===== src/rtl/sg_filter_ctrl.sv =====
// Frame sequencer for the Savitzky-Golay smoothing datapath: keeps a circular
// sample window, drives a shared symmetric MAC and emits an edge-padded output stream.
module sg_filter_ctrl #(
    parameter int DATA_W   = 8,
    parameter int HALF_WIN = 7,
    parameter int ACC_W    = 32,
    parameter int LEN_W    = 16,
    parameter int MAC_LAT  = 1
) (
    input  logic              clk,
    input  logic              rst_n,
    input  logic              start,
    input  logic [LEN_W-1:0]  frame_len,
    output logic              busy,
    output logic              done,
    output logic              err,
    input  logic              in_valid,
    output logic              in_ready,
    input  logic [DATA_W-1:0] in_data,
    output logic              mac_clr,
    output logic              mac_en,
    output logic [3:0]        coef_idx,
    output logic [DATA_W:0]   pair_sum,
    input  logic [ACC_W-1:0]  mac_result,
    output logic              out_valid,
    input  logic              out_ready,
    output logic [ACC_W-1:0]  out_data
);

    localparam int WIN   = 2 * HALF_WIN + 1;
    localparam int PTR_W = $clog2(WIN);

    localparam logic [LEN_W-1:0] WIN_L     = LEN_W'(WIN);
    localparam logic [LEN_W-1:0] FILL_LAST = LEN_W'(WIN - 1);
    localparam logic [LEN_W-1:0] PAD_LAST  = LEN_W'(HALF_WIN);
    localparam logic [3:0]       HALF_IDX  = 4'(HALF_WIN);
    localparam logic [3:0]       LAT_LAST  = 4'(MAC_LAT - 1);
    localparam logic [PTR_W-1:0] LAST_PTR  = PTR_W'(WIN - 1);

    typedef enum logic [2:0] {
        S_IDLE,
        S_FILL,
        S_MAC,
        S_WAIT,
        S_EMIT,
        S_SHIFT
    } state_t;

    state_t state, state_nxt;

    logic [DATA_W-1:0] win_mem [WIN];
    logic [PTR_W-1:0]  wr_ptr;
    logic [PTR_W-1:0]  lo_idx, hi_idx;
    logic [3:0]        op_cnt;
    logic [LEN_W-1:0]  samp_cnt, pt_cnt, copy_cnt, pt_last, copy_last;
    logic              pt_first, pt_final, in_hs, out_hs;

    // Valid/ready: a transfer happens on a rising edge where both valid and ready
    // are high; ready never depends on valid, and valid stays up until accepted.
    assign in_hs  = in_valid & in_ready;
    assign out_hs = out_valid & out_ready;
    assign busy   = (state != S_IDLE);

    function automatic logic [PTR_W-1:0] wrap_add(input logic [PTR_W-1:0] a,
                                                  input logic [PTR_W-1:0] b);
        logic [PTR_W:0] s;
        s = {1'b0, a} + {1'b0, b};
        if (s >= (PTR_W+1)'(WIN)) s = s - (PTR_W+1)'(WIN);
        return s[PTR_W-1:0];
    endfunction

    // wr_ptr always points at the oldest sample, so tap j pairs oldest+j with oldest+WIN-1-j.
    assign lo_idx = wrap_add(wr_ptr, PTR_W'(op_cnt));
    assign hi_idx = wrap_add(wr_ptr, LAST_PTR - PTR_W'(op_cnt));

    assign pt_first = (pt_cnt == '0);
    assign pt_final = (pt_cnt == pt_last);

    always_comb begin
        copy_last = '0;
        if (pt_first && pt_final)      copy_last = FILL_LAST;
        else if (pt_first || pt_final) copy_last = PAD_LAST;
    end

    always_ff @(posedge clk or negedge rst_n) begin
        if (!rst_n) state <= S_IDLE;
        else        state <= state_nxt;
    end

    always_comb begin
        state_nxt = state;
        in_ready  = 1'b0;
        mac_en    = 1'b0;
        mac_clr   = 1'b0;
        coef_idx  = '0;
        pair_sum  = '0;
        out_valid = 1'b0;
        case (state)
            S_IDLE: begin
                if (start && frame_len >= WIN_L) state_nxt = S_FILL;
            end
            S_FILL: begin
                in_ready = 1'b1;
                if (in_valid && samp_cnt == FILL_LAST) state_nxt = S_MAC;
            end
            S_MAC: begin
                mac_en   = 1'b1;
                mac_clr  = (op_cnt == 4'd0);
                coef_idx = op_cnt;
                if (op_cnt == HALF_IDX) begin
                    pair_sum  = {1'b0, win_mem[lo_idx]};
                    state_nxt = S_WAIT;
                end else begin
                    pair_sum = {1'b0, win_mem[lo_idx]} + {1'b0, win_mem[hi_idx]};
                end
            end
            S_WAIT: begin
                if (op_cnt == LAT_LAST) state_nxt = S_EMIT;
            end
            S_EMIT: begin
                out_valid = 1'b1;
                if (out_ready && copy_cnt == copy_last)
                    state_nxt = pt_final ? S_IDLE : S_SHIFT;
            end
            S_SHIFT: begin
                in_ready = 1'b1;
                if (in_valid) state_nxt = S_MAC;
            end
            default: state_nxt = S_IDLE;
        endcase
    end

    always_ff @(posedge clk or negedge rst_n) begin
        if (!rst_n) begin
            wr_ptr   <= '0;
            op_cnt   <= '0;
            samp_cnt <= '0;
            pt_cnt   <= '0;
            copy_cnt <= '0;
            pt_last  <= '0;
            out_data <= '0;
            done     <= 1'b0;
            err      <= 1'b0;
            for (int i = 0; i < WIN; i++) win_mem[i] <= '0;
        end else begin
            done <= 1'b0;
            err  <= 1'b0;
            case (state)
                S_IDLE: begin
                    if (start) begin
                        if (frame_len < WIN_L) begin
                            done <= 1'b1;
                            err  <= 1'b1;
                        end else begin
                            pt_last  <= frame_len - WIN_L;
                            wr_ptr   <= '0;
                            op_cnt   <= '0;
                            samp_cnt <= '0;
                            pt_cnt   <= '0;
                            copy_cnt <= '0;
                        end
                    end
                end
                S_FILL, S_SHIFT: begin
                    if (in_hs) begin
                        win_mem[wr_ptr] <= in_data;
                        wr_ptr   <= (wr_ptr == LAST_PTR) ? '0 : wr_ptr + PTR_W'(1);
                        samp_cnt <= samp_cnt + LEN_W'(1);
                    end
                end
                S_MAC: begin
                    op_cnt <= (op_cnt == HALF_IDX) ? 4'd0 : op_cnt + 4'd1;
                end
                S_WAIT: begin
                    if (op_cnt == LAT_LAST) begin
                        op_cnt   <= 4'd0;
                        out_data <= mac_result;
                    end else begin
                        op_cnt <= op_cnt + 4'd1;
                    end
                end
                S_EMIT: begin
                    if (out_hs) begin
                        if (copy_cnt == copy_last) begin
                            copy_cnt <= '0;
                            pt_cnt   <= pt_cnt + LEN_W'(1);
                            if (pt_final) done <= 1'b1;
                        end else begin
                            copy_cnt <= copy_cnt + LEN_W'(1);
                        end
                    end
                end
                default: ;
            endcase
        end
    end

endmodule


===== config.mk =====
export PLATFORM = sky130hd
export DESIGN_NAME = sg_filter_ctrl
export DESIGN_NICKNAME = d
export VERILOG_FILES = /design/src/rtl/sg_filter_ctrl.sv
export SDC_FILE = /design/constraint.sdc
export NUM_CORES = 1
export LEC_CHECK = 0
export CAP_MARGIN = 0
export CORE_ASPECT_RATIO = 0.9
export CORE_MARGIN = 2
export CORE_UTILIZATION = 38
export DETAILED_ROUTE_END_ITERATION = 12
export PLACE_DENSITY_LB_ADDON = 0.05
export SLEW_MARGIN = 20
export SYNTH_ARGS = -nofsm -noshare
export SYNTH_HDL_FRONTEND = slang
export SYNTH_SLANG_ARGS = --single-unit

===== constraint.sdc =====
create_clock -name clk -period 8.7 [get_ports clk]
set_input_delay 0.87 -clock clk [delete_from_list [all_inputs] [get_ports clk]]
set_output_delay 0.87 -clock clk [all_outputs]
set_load 0.02 [all_outputs]

==> results.yml <==
final_layout:
  antenna_cells: 0
  nNetsFinal: 1695
  area_delta_synth_final_pct: 18.5
  utilization: 0.456
  drive_above_1_share: 0.167
  final_area_sq_mm: 0.0170
  fillCellCount: 3610
route:
  vias: 12300
  drtAntennaViolNets: 0
  viasPerCell: 5.85
  drt-total-wl_um: 46900
  dr.pass1.iters: 5
  drtIter0Drc: 1081
  wl_per_cell_um: 22.3
  drc_errors: 0
sta:
  layout_min_cycle_time_ns: 8.16
  slew_violations: 0
  hold_violations: 0
  max_slew_margin: 0.285
  max_freq_mhz: 123
  setup_viol: 0
  fin_setup_tns_ns: 0
  tightest_slew_ns: 1.07
  clock_skew_ns: 0.0304
  post-route-period-util: 0.938
  rsz0062_at_grt: "no"
logic_synthesis:
  synth_area_sq_mm: 0.0143
  synth-edff-count: 0
  synthesis.nets: 1617
  synthXorXnorAreaFrac: 0.0452
  synth_compound_area_frac: 0.156
  synthFlopType: "dfrtp_1"
  ys_ff_latch: 229
  async_flop_share: 1.00
  synth_top_family_by_area: "simple AND/OR/NAND/NOR gates"
  synthSimpleGateAreaFrac: 0.176
  syn_avg_cell_area_sq_um: 9.38
  synth_warnings: 0
  synth.area.mux_share: 0.157
  synth_cell_types: 82
  syn-instance-count: 1526
  ys_seq_area_frac: 0.400
  synthAdderAreaFrac: 0.0278
floorplanning:
  die_area_sq_mm: 0.0392
  num_io_pins: 113
  initial_utilization: 0.385
  dieWidth_um: 209
  core-area_sq_mm: 0.0372
  rows: 67
  die_h_um: 188
grt:
  grt_pass1_vias: 11900
  grt_max_degree: 160
  antenna_found_initial: 2
  grt_usage: 0.238
  grt_pass1_wl_um: 72500
  grt_overflow: 0
critical_path:
  max_stage_delay_ns: 0.65
  cp.depth: 23
  crit_family: "compound AO/OA/AOI/OAI gates"
  critPathMaxFanout: 26
  crit_chain: "ha_1 -> inv_1 -> fa_1 -> xor2_4 -> buf_4 -> nor2_1 -> a211o_1 -> buf_4 -> nor2_1 -> nor4_1 -> o32ai_1 -> a221oi_1 -> ha_1 -> fa_1 -> a21oi_1 -> nor2_1 -> nor2_1 -> o21bai_1 -> a21oi_1 -> xnor2_1 -> o21ai_0 -> a31oi_1 -> clkdlybuf4s50_1"
  cp-end-kind: "output pin"
  path_buf_inv: 4
  regToRegSetupSlack_ns: 4.76
  rr_worst_depth: 12
  worst_r2r_endpoint: "pt_cnt[13]"
  slowest_stage: "a211o_1"
  critPathLaunch: "wr_ptr[0]"
  path_class: "reg -> out"
  critPathLaunchType: "register"
  cp.arrival_ns: 7.29
  cpMostUsedCell: "nor2_1"
  cp_data_required_time_ns: 7.83
  timing.rr.start: "pt_cnt[0]"
  cp-endpoint: "pair_sum[6]"
clock_network:
  tritoncts: "built"
  clk_latency_ns: 0.59
  numCtsBuffers: 28
  holdBufCountCts: 0
  cts_resized: 0
  clockBufferDepth: 3
  root_buffer: "clkbuf_16"
  clock-sinks: 229
  clk_pin_slew_ns: 0.06
  post_cts_buffers: 0
  cts_max_level: 1
placed_design:
  place_congestion: 0.909
  place_hpwl_um: 32300
  io_buffers: 112
  placed_area_sq_mm: 0.0160
job:
  cap_violations: 0
hold_path:
  hold_path.class: "in -> async"
run_status:
  status: "complete, no violations"
-- cell type report --
type / instances / area (sq um) / share of cell area
flip-flops and latches: 229 / 5730 / 0.338
clock inverters: 12 / 169 / 0.00996
inverters: 34 / 128 / 0.00752
repair buffers: 145 / 1400 / 0.0824
multi-input cells: 1166 / 8110 / 0.478
well taps: 483 / 604 / 0.0356
clock buffers: 38 / 828 / 0.0488
-- through the flow --
stage	hold slack [ns]	setup WS, ns	cells
6_report	0.250	0.542	2107
4_1_cts	0.275	0.605	2107
3_3_place_gp	0.487	1.35	2057
5_1_grt	0.301	0.113	2107
3_5_place_dp	0.491	1.25	2057
2_1_floorplan	0.454	2.84	1526
-- cell usage after synthesis (27+ instances only) --
library cell | count | area (sq um)
ha_1 | 27 | 338
and3_1 | 29 | 181
a21oi_1 | 59 | 295
nor3_1 | 27 | 135
clkbuf_1 | 65 | 244
mux2_2 | 159 | 1790
inv_1 | 33 | 124
mux2i_1 | 35 | 350
o21ai_0 | 82 | 410
xor2_1 | 28 | 245
xnor2_1 | 44 | 385
dfrtp_1 | 229 | 5730
nor2_1 | 191 | 717
nand3_1 | 36 | 180
nand2_1 | 140 | 526
-- per-layer routing --
metal,track usage,share of wire
met4,0.0810,0.035
met1,0.340,0.46
met3,0.0590,0.080
met2,0.349,0.42
met5,0,0.00070
-- worst min-delay path by stage --
stage                            start           end  slack [ns]  cells past startpoint
after floorplan           copy_cnt[12]  copy_cnt[12]        0.45                      1
after global placement    out_data[20]  out_data[20]        0.49                      1
after detailed placement   out_data[7]   out_data[7]        0.49                      1
after CTS                        rst_n  copy_cnt[13]        0.27                      1
after global routing             rst_n   copy_cnt[3]        0.30                      1
final                            rst_n  copy_cnt[10]        0.25                      1
-- registers in the layout, indices dropped and copies added, names as in the netlist --
signal,flops
samp_cnt,16
pt_last,16
pt_cnt,16
out_data,32
done,1
op_cnt,4
err,1
win_mem,120
wr_ptr,4
copy_cnt,16
state,3
-- kinds of logic after synthesis --
kind of cell	Yosys count
and+or+nand+nor	533
xor gates and xnor gates	73
DFF	229
adders and majority gates	30
muxes	199
AOI/OAI and AO/OA	331
buffers and inverters	131
-- cells in the final DEF (no fill, tap or decap), types with 6 or more instances in the layout --
master / count
nor2_1: 190
nor3_1: 25
clkbuf_8: 9
xor2_1: 28
o22ai_1: 22
a32oi_1: 7
a221oi_1: 7
o211ai_1: 14
clkdlybuf4s50_1: 111
o21ai_0: 82
nand2_1: 140
a21o_1: 7
nand4_1: 16
o32ai_1: 9
buf_4: 31
o221ai_1: 16
a31oi_1: 24
a2111oi_0: 8
nand2b_1: 12
and2_1: 8
inv_1: 33
ha_1: 27
xnor2_1: 42
mux2_2: 159
nor4_1: 19
o22a_1: 12
and3_1: 29
nor2b_1: 7
o31ai_1: 12
nand3_1: 36
a21oi_1: 59
mux2i_1: 34
a211oi_1: 6
dfrtp_1: 229
clkbuf_16: 28
or3_1: 14
Power is left out: the tool's default activity adds up to more than one toggle a clock period on the data nets, which glitch-free logic cannot reach.
